--- src/rtl/sr_latch_bank_ctrl.sv ---
// sr_latch_bank_ctrl
//   Drives set/reset pulses into a bank of cross-coupled SR latches on
//   behalf of two requesters (A and B) sharing the bank through a
//   round-robin arbiter. Each transaction runs IDLE -> PULSE -> SETTLE ->
//   CHECK -> IDLE. After the pulse has settled, the latch Q is read back
//   and a sticky error is raised if the write did not take. An
//   out-of-range index skips straight to CHECK and flags an error.
//   S and R are registered and derived from a single one-hot select gated
//   by the captured op, so S=R=1 can never reach a latch.
//
// Ports
//   clk          rising-edge clock
//   rst          asynchronous active-high reset
//   req_a/req_b  requests, held high until the matching ack
//   op_a/op_b    1 = set latch, 0 = reset latch
//   idx_a/idx_b  target latch index
//   ack_a/ack_b  one-cycle completion pulse to the grantee
//   q_in         Q feedback from the latch bank
//   s_out/r_out  per-latch S and R drives (registered)
//   busy         high while a transaction is in flight
//   err          sticky write-failure / bad-index flag
module sr_latch_bank_ctrl #(
   parameter int NUM_LATCH  = 4,
   parameter int IDX_W      = 2,
   parameter int PULSE_CYC  = 2,
   parameter int SETTLE_CYC = 1
) (
   input  logic                 clk,
   input  logic                 rst,
   input  logic                 req_a,
   input  logic                 op_a,
   input  logic [IDX_W-1:0]     idx_a,
   output logic                 ack_a,
   input  logic                 req_b,
   input  logic                 op_b,
   input  logic [IDX_W-1:0]     idx_b,
   output logic                 ack_b,
   input  logic [NUM_LATCH-1:0] q_in,
   output logic [NUM_LATCH-1:0] s_out,
   output logic [NUM_LATCH-1:0] r_out,
   output logic                 busy,
   output logic                 err
);

   typedef enum logic [1:0] {IDLE, PULSE, SETTLE, CHECK} state_t;

   localparam int unsigned NL_U = 32'(NUM_LATCH);

   state_t               state_q, state_d;
   logic [3:0]           cnt_q, cnt_d;
   logic                 op_q, op_d;
   logic [IDX_W-1:0]     idx_q, idx_d;
   logic                 gnt_b_q, gnt_b_d;
   logic                 rr_b_q, rr_b_d;
   logic                 err_q, err_d;
   logic [NUM_LATCH-1:0] s_q, s_d, r_q, r_d;
   logic [NUM_LATCH-1:0] sel_d;
   logic                 q_bit;
   logic                 pick_b;

   function automatic logic in_range(input logic [IDX_W-1:0] i);
      return 32'(i) < NL_U;
   endfunction

   always_comb begin
      state_d = state_q;
      cnt_d   = cnt_q;
      op_d    = op_q;
      idx_d   = idx_q;
      gnt_b_d = gnt_b_q;
      rr_b_d  = rr_b_q;
      err_d   = err_q;
      // B wins only if A is absent or B holds the round-robin priority.
      pick_b  = req_b & (~req_a | rr_b_q);
      q_bit   = 1'b0;
      for (int i = 0; i < NUM_LATCH; i++) begin
         if (idx_q == IDX_W'(i)) q_bit = q_in[i];
      end

      case (state_q)
         IDLE: begin
            if (req_a | req_b) begin
               op_d    = pick_b ? op_b : op_a;
               idx_d   = pick_b ? idx_b : idx_a;
               gnt_b_d = pick_b;
               rr_b_d  = ~pick_b;
               cnt_d   = 4'd0;
               state_d = in_range(idx_d) ? PULSE : CHECK;
            end
         end
         PULSE: begin
            if (cnt_q == 4'(PULSE_CYC - 1)) begin
               cnt_d   = 4'd0;
               state_d = SETTLE;
            end else begin
               cnt_d = cnt_q + 4'd1;
            end
         end
         SETTLE: begin
            if (cnt_q == 4'(SETTLE_CYC - 1)) begin
               cnt_d   = 4'd0;
               state_d = CHECK;
            end else begin
               cnt_d = cnt_q + 4'd1;
            end
         end
         CHECK: begin
            if (!in_range(idx_q) || (q_bit != op_q)) err_d = 1'b1;
            state_d = IDLE;
         end
         default: state_d = IDLE;
      endcase

      // Drives are computed from the next state so they line up with
      // PULSE cycle-for-cycle while still coming straight from flops.
      sel_d = '0;
      for (int i = 0; i < NUM_LATCH; i++) begin
         sel_d[i] = (idx_d == IDX_W'(i));
      end
      s_d = '0;
      r_d = '0;
      if (state_d == PULSE) begin
         if (op_d) s_d = sel_d;
         else      r_d = sel_d;
      end
   end

   always_ff @(posedge clk or posedge rst) begin
      if (rst) begin
         state_q <= IDLE;
         cnt_q   <= 4'd0;
         gnt_b_q <= 1'b0;
         rr_b_q  <= 1'b0;
         err_q   <= 1'b0;
         s_q     <= '0;
         r_q     <= '0;
      end else begin
         state_q <= state_d;
         cnt_q   <= cnt_d;
         gnt_b_q <= gnt_b_d;
         rr_b_q  <= rr_b_d;
         err_q   <= err_d;
         s_q     <= s_d;
         r_q     <= r_d;
      end
   end

   // Captured request payload; only meaningful while busy.
   always_ff @(posedge clk) begin
      op_q  <= op_d;
      idx_q <= idx_d;
   end

   assign s_out = s_q;
   assign r_out = r_q;
   assign busy  = (state_q != IDLE);
   assign ack_a = (state_q == CHECK) & ~gnt_b_q;
   assign ack_b = (state_q == CHECK) &  gnt_b_q;
   assign err   = err_q;

endmodule

--- config.mk ---
export PLATFORM = sky130hd
export DESIGN_NAME = sr_latch_bank_ctrl
export DESIGN_NICKNAME = d
export VERILOG_FILES = /design/src/rtl/sr_latch_bank_ctrl.sv
export SDC_FILE = /design/constraint.sdc
export NUM_CORES = 1
export LEC_CHECK = 0
export CORE_UTILIZATION = 52
export CTS_CLUSTER_DIAMETER = 120
export DETAILED_ROUTE_END_ITERATION = 8
export PLACE_DENSITY = 0.83
export SLEW_MARGIN = 5
export SYNTH_ARGS = -nofsm -noshare
export SYNTH_HDL_FRONTEND = slang
export SYNTH_SLANG_ARGS = --single-unit
--- constraint.sdc ---
create_clock -name clk -period 5.7 [get_ports clk]
set_clock_uncertainty 0.15 [all_clocks]
set_input_delay 1.14 -clock clk [delete_from_list [all_inputs] [get_ports clk]]
set_output_delay 1.14 -clock clk [all_outputs]
set_load 0.02 [all_outputs]
==> metrics.cfg <==
[status]
status=finished, final reports clean

[worst_setup_path]
reg2reg_to=r_out[3]
critPathKind=register to output pin
critPathMaxFanout=8
startpoint_type=register
cp_slowest_stage_delay_ns=0.63
endpoint=busy
crit_path_frequent_cell=inv_1
required_ns=4.41
critical_path.startpoint=state_q[1]
worstSetupEndpointType=output pin
regToRegStartpoint=state_q[1]
crit_chain=inv_1, ha_1, inv_1, clkdlybuf4s50_1
critPathArrivalTime_ns=1.98
r2r_slack_ns=3.55
cp_slowest_cell=clkdlybuf4s50_1
rr_worst_depth=6

[route]
wl_mm=2.30
drt_pass1_iterations=4
route.detailed.drc=0
drtIter0Drc=22
ant_nets=0
wl_per_cell_microns=13.9
num_vias=920
viasPerCell=5.54

[synthesis]
syn-num-nets=135
synth_warnings=0
synth.cell_area_sq_um=1120
yosysSeqAreaShare_pct=43.2
async_flop_share_pct=85.0
synth_edf_count=0
synth.top_cell.area_share_pct=37.9
synth_area_leaders=dfrtp_1, ha_1, dfxtp_1
synth_seq_cells=20
synth.most_common_cell=dfrtp_1
yosys.area.top_type=dfrtp_1
avgSynthCellArea_sq_um=10.1
ys.flop_type=dfrtp_1
synthTopCellsByCount=dfrtp_1, nor2_1, ha_1, nand2_1, o21ai_0
syn_inst=111
ys_types=36

[placed_design]
port-buffer-count=25
dpl_cell_area_sq_um=1400
dp_hpwl_mm=1.84
pre_cts_ws_ns=2.69
place_congestion=0.906

[clock_tree]
cts_setup_buffers=0
clockBufferDepth=2
clk_latency_ns=0.29
cts_resized=0
clock-sinks=20
cts_buffers=3
cts_hold_buf=0
clk_pin_slew_ns=0.11
cts_root_buf=clkbuf_4
cts_tree=built
htree_levels=1

[floorplan]
core_area_sq_um=2000
row_count=16
die_width_microns=48.5
ioPinCount=26
die_y_microns=48.5
start_util_pct=56.1
fp.dieArea_sq_um=2350

[finish]
area_growth_pct=29.5
nets=164
fin_area_sq_um=1460
drive_gt1_share_pct=10.8
num_antenna_cells=0

[timing]
finalSetupTns_ns=0
tightest_slew_ns=0.633
slew_violations=0
grt_setup_unrepaired=false
fin_ws_ns=2.43
post-route-period-util_pct=57.3
slew_headroom_pct=57.7
fmax_mhz=306
fin_crit_ns=3.27
finalHoldViolations=0
setup_viol_count_final=0

[global_route]
grt_pass1_wl_mm=4.20
antenna_found_initial=0
grt_pass1_vias=996
grt_overflow_total=0
grt_usage_pct=23.2
grt_max_degree=18

[power_and_ir_drop]
ir_worst_vdd_mv=0.423
power_density_nw_per_um2=479
p_leak_uw=0.000643

[hold_path]
min_path_type=register to register

[run]
drv_cap=0

final cells by class:
type / instances / area (sq um)
inverters: 6 / 22.5
clock inverters: 1 / 30.0
repair buffers: 25 / 250
multi-input cells: 84 / 611
clock buffers: 3 / 22.5
flip-flops and latches: 20 / 485
well taps: 27 / 33.8
fillers: 145 / 547
cell families after synthesis:
kind of cell | Yosys count | share of synthesized area [%]
adders and majority gates | 10 | 11.1
buffers and inverters | 7 | 2.45
AOI/OAI and AO/OA | 28 | 19.5
muxes | 2 | 2.90
and+or+nand+nor | 43 | 20.0
DFF | 20 | 43.2
xor gates and xnor gates | 1 | 0.780
metal layers:
layer,routed length (microns),GRT usage [%],up-vias
met5,0,0,-
met4,39,12.7,0
met3,78,5.03,4
met2,1190,41.1,23
met1,994,25.9,446
li1,-,-,447
metrics by stage:
step	cells	utilization (%)	hold WS, ns	power [uW]
after CTS	166	72.7	0.320	698
after global placement	162	70.1	0.290	569
after global routing	166	72.7	0.361	749
final	166	72.7	0.319	697
after detailed placement	162	70.1	0.294	584
after floorplan	111	-	0.311	465
worst min path at each step:
stage,endpoint,start,cells past startpoint,slack (ns)
after floorplan,gnt_b_q,gnt_b_q,2,0.31
after global placement,err,err,1,0.29
after detailed placement,err,err,1,0.29
after CTS,err,err,1,0.32
after global routing,err,err,1,0.36
final,err,err,1,0.32
flip-flops by register name, summed over array words and instances (netlist names):
signal and cells:
err 1, idx_q 2, rr_b_q 1, op_q 1
gnt_b_q 1, state_q 2, s_out 4, r_out 4
cnt_q 4
cells in the final DEF, fill, tap and decap left out, types with 3 or more instances in the layout:
master	instances
clkbuf_4	3
clkdlybuf4s50_1	25
dfrtp_1	17
dfxtp_1	3
ha_1	10
inv_1	6
nand2_1	7
nand2b_1	3
nand3_1	6
nor2_1	14
nor2b_1	4
o21a_1	3
o21ai_0	7
o31ai_1	4
worst max-delay path: cells and delay by family (launching register included):
kind	cells	cell delay, ns
adders and majority gates	1	0.28
DFF	1	0.47
buffers and inverters	3	0.94
power breakdown:
group | leakage [uW] | total [uW] | internal (uW) | switching [uW]
logic | 0.000365 | 360 | 157 | 203
clock network | 0.0000279 | 114 | 71.0 | 43.3
registers | 0.000250 | 223 | 189 | 33.5
total | 0.000643 | 697 | 417 | 280
(Power assumes the default switching activity.)
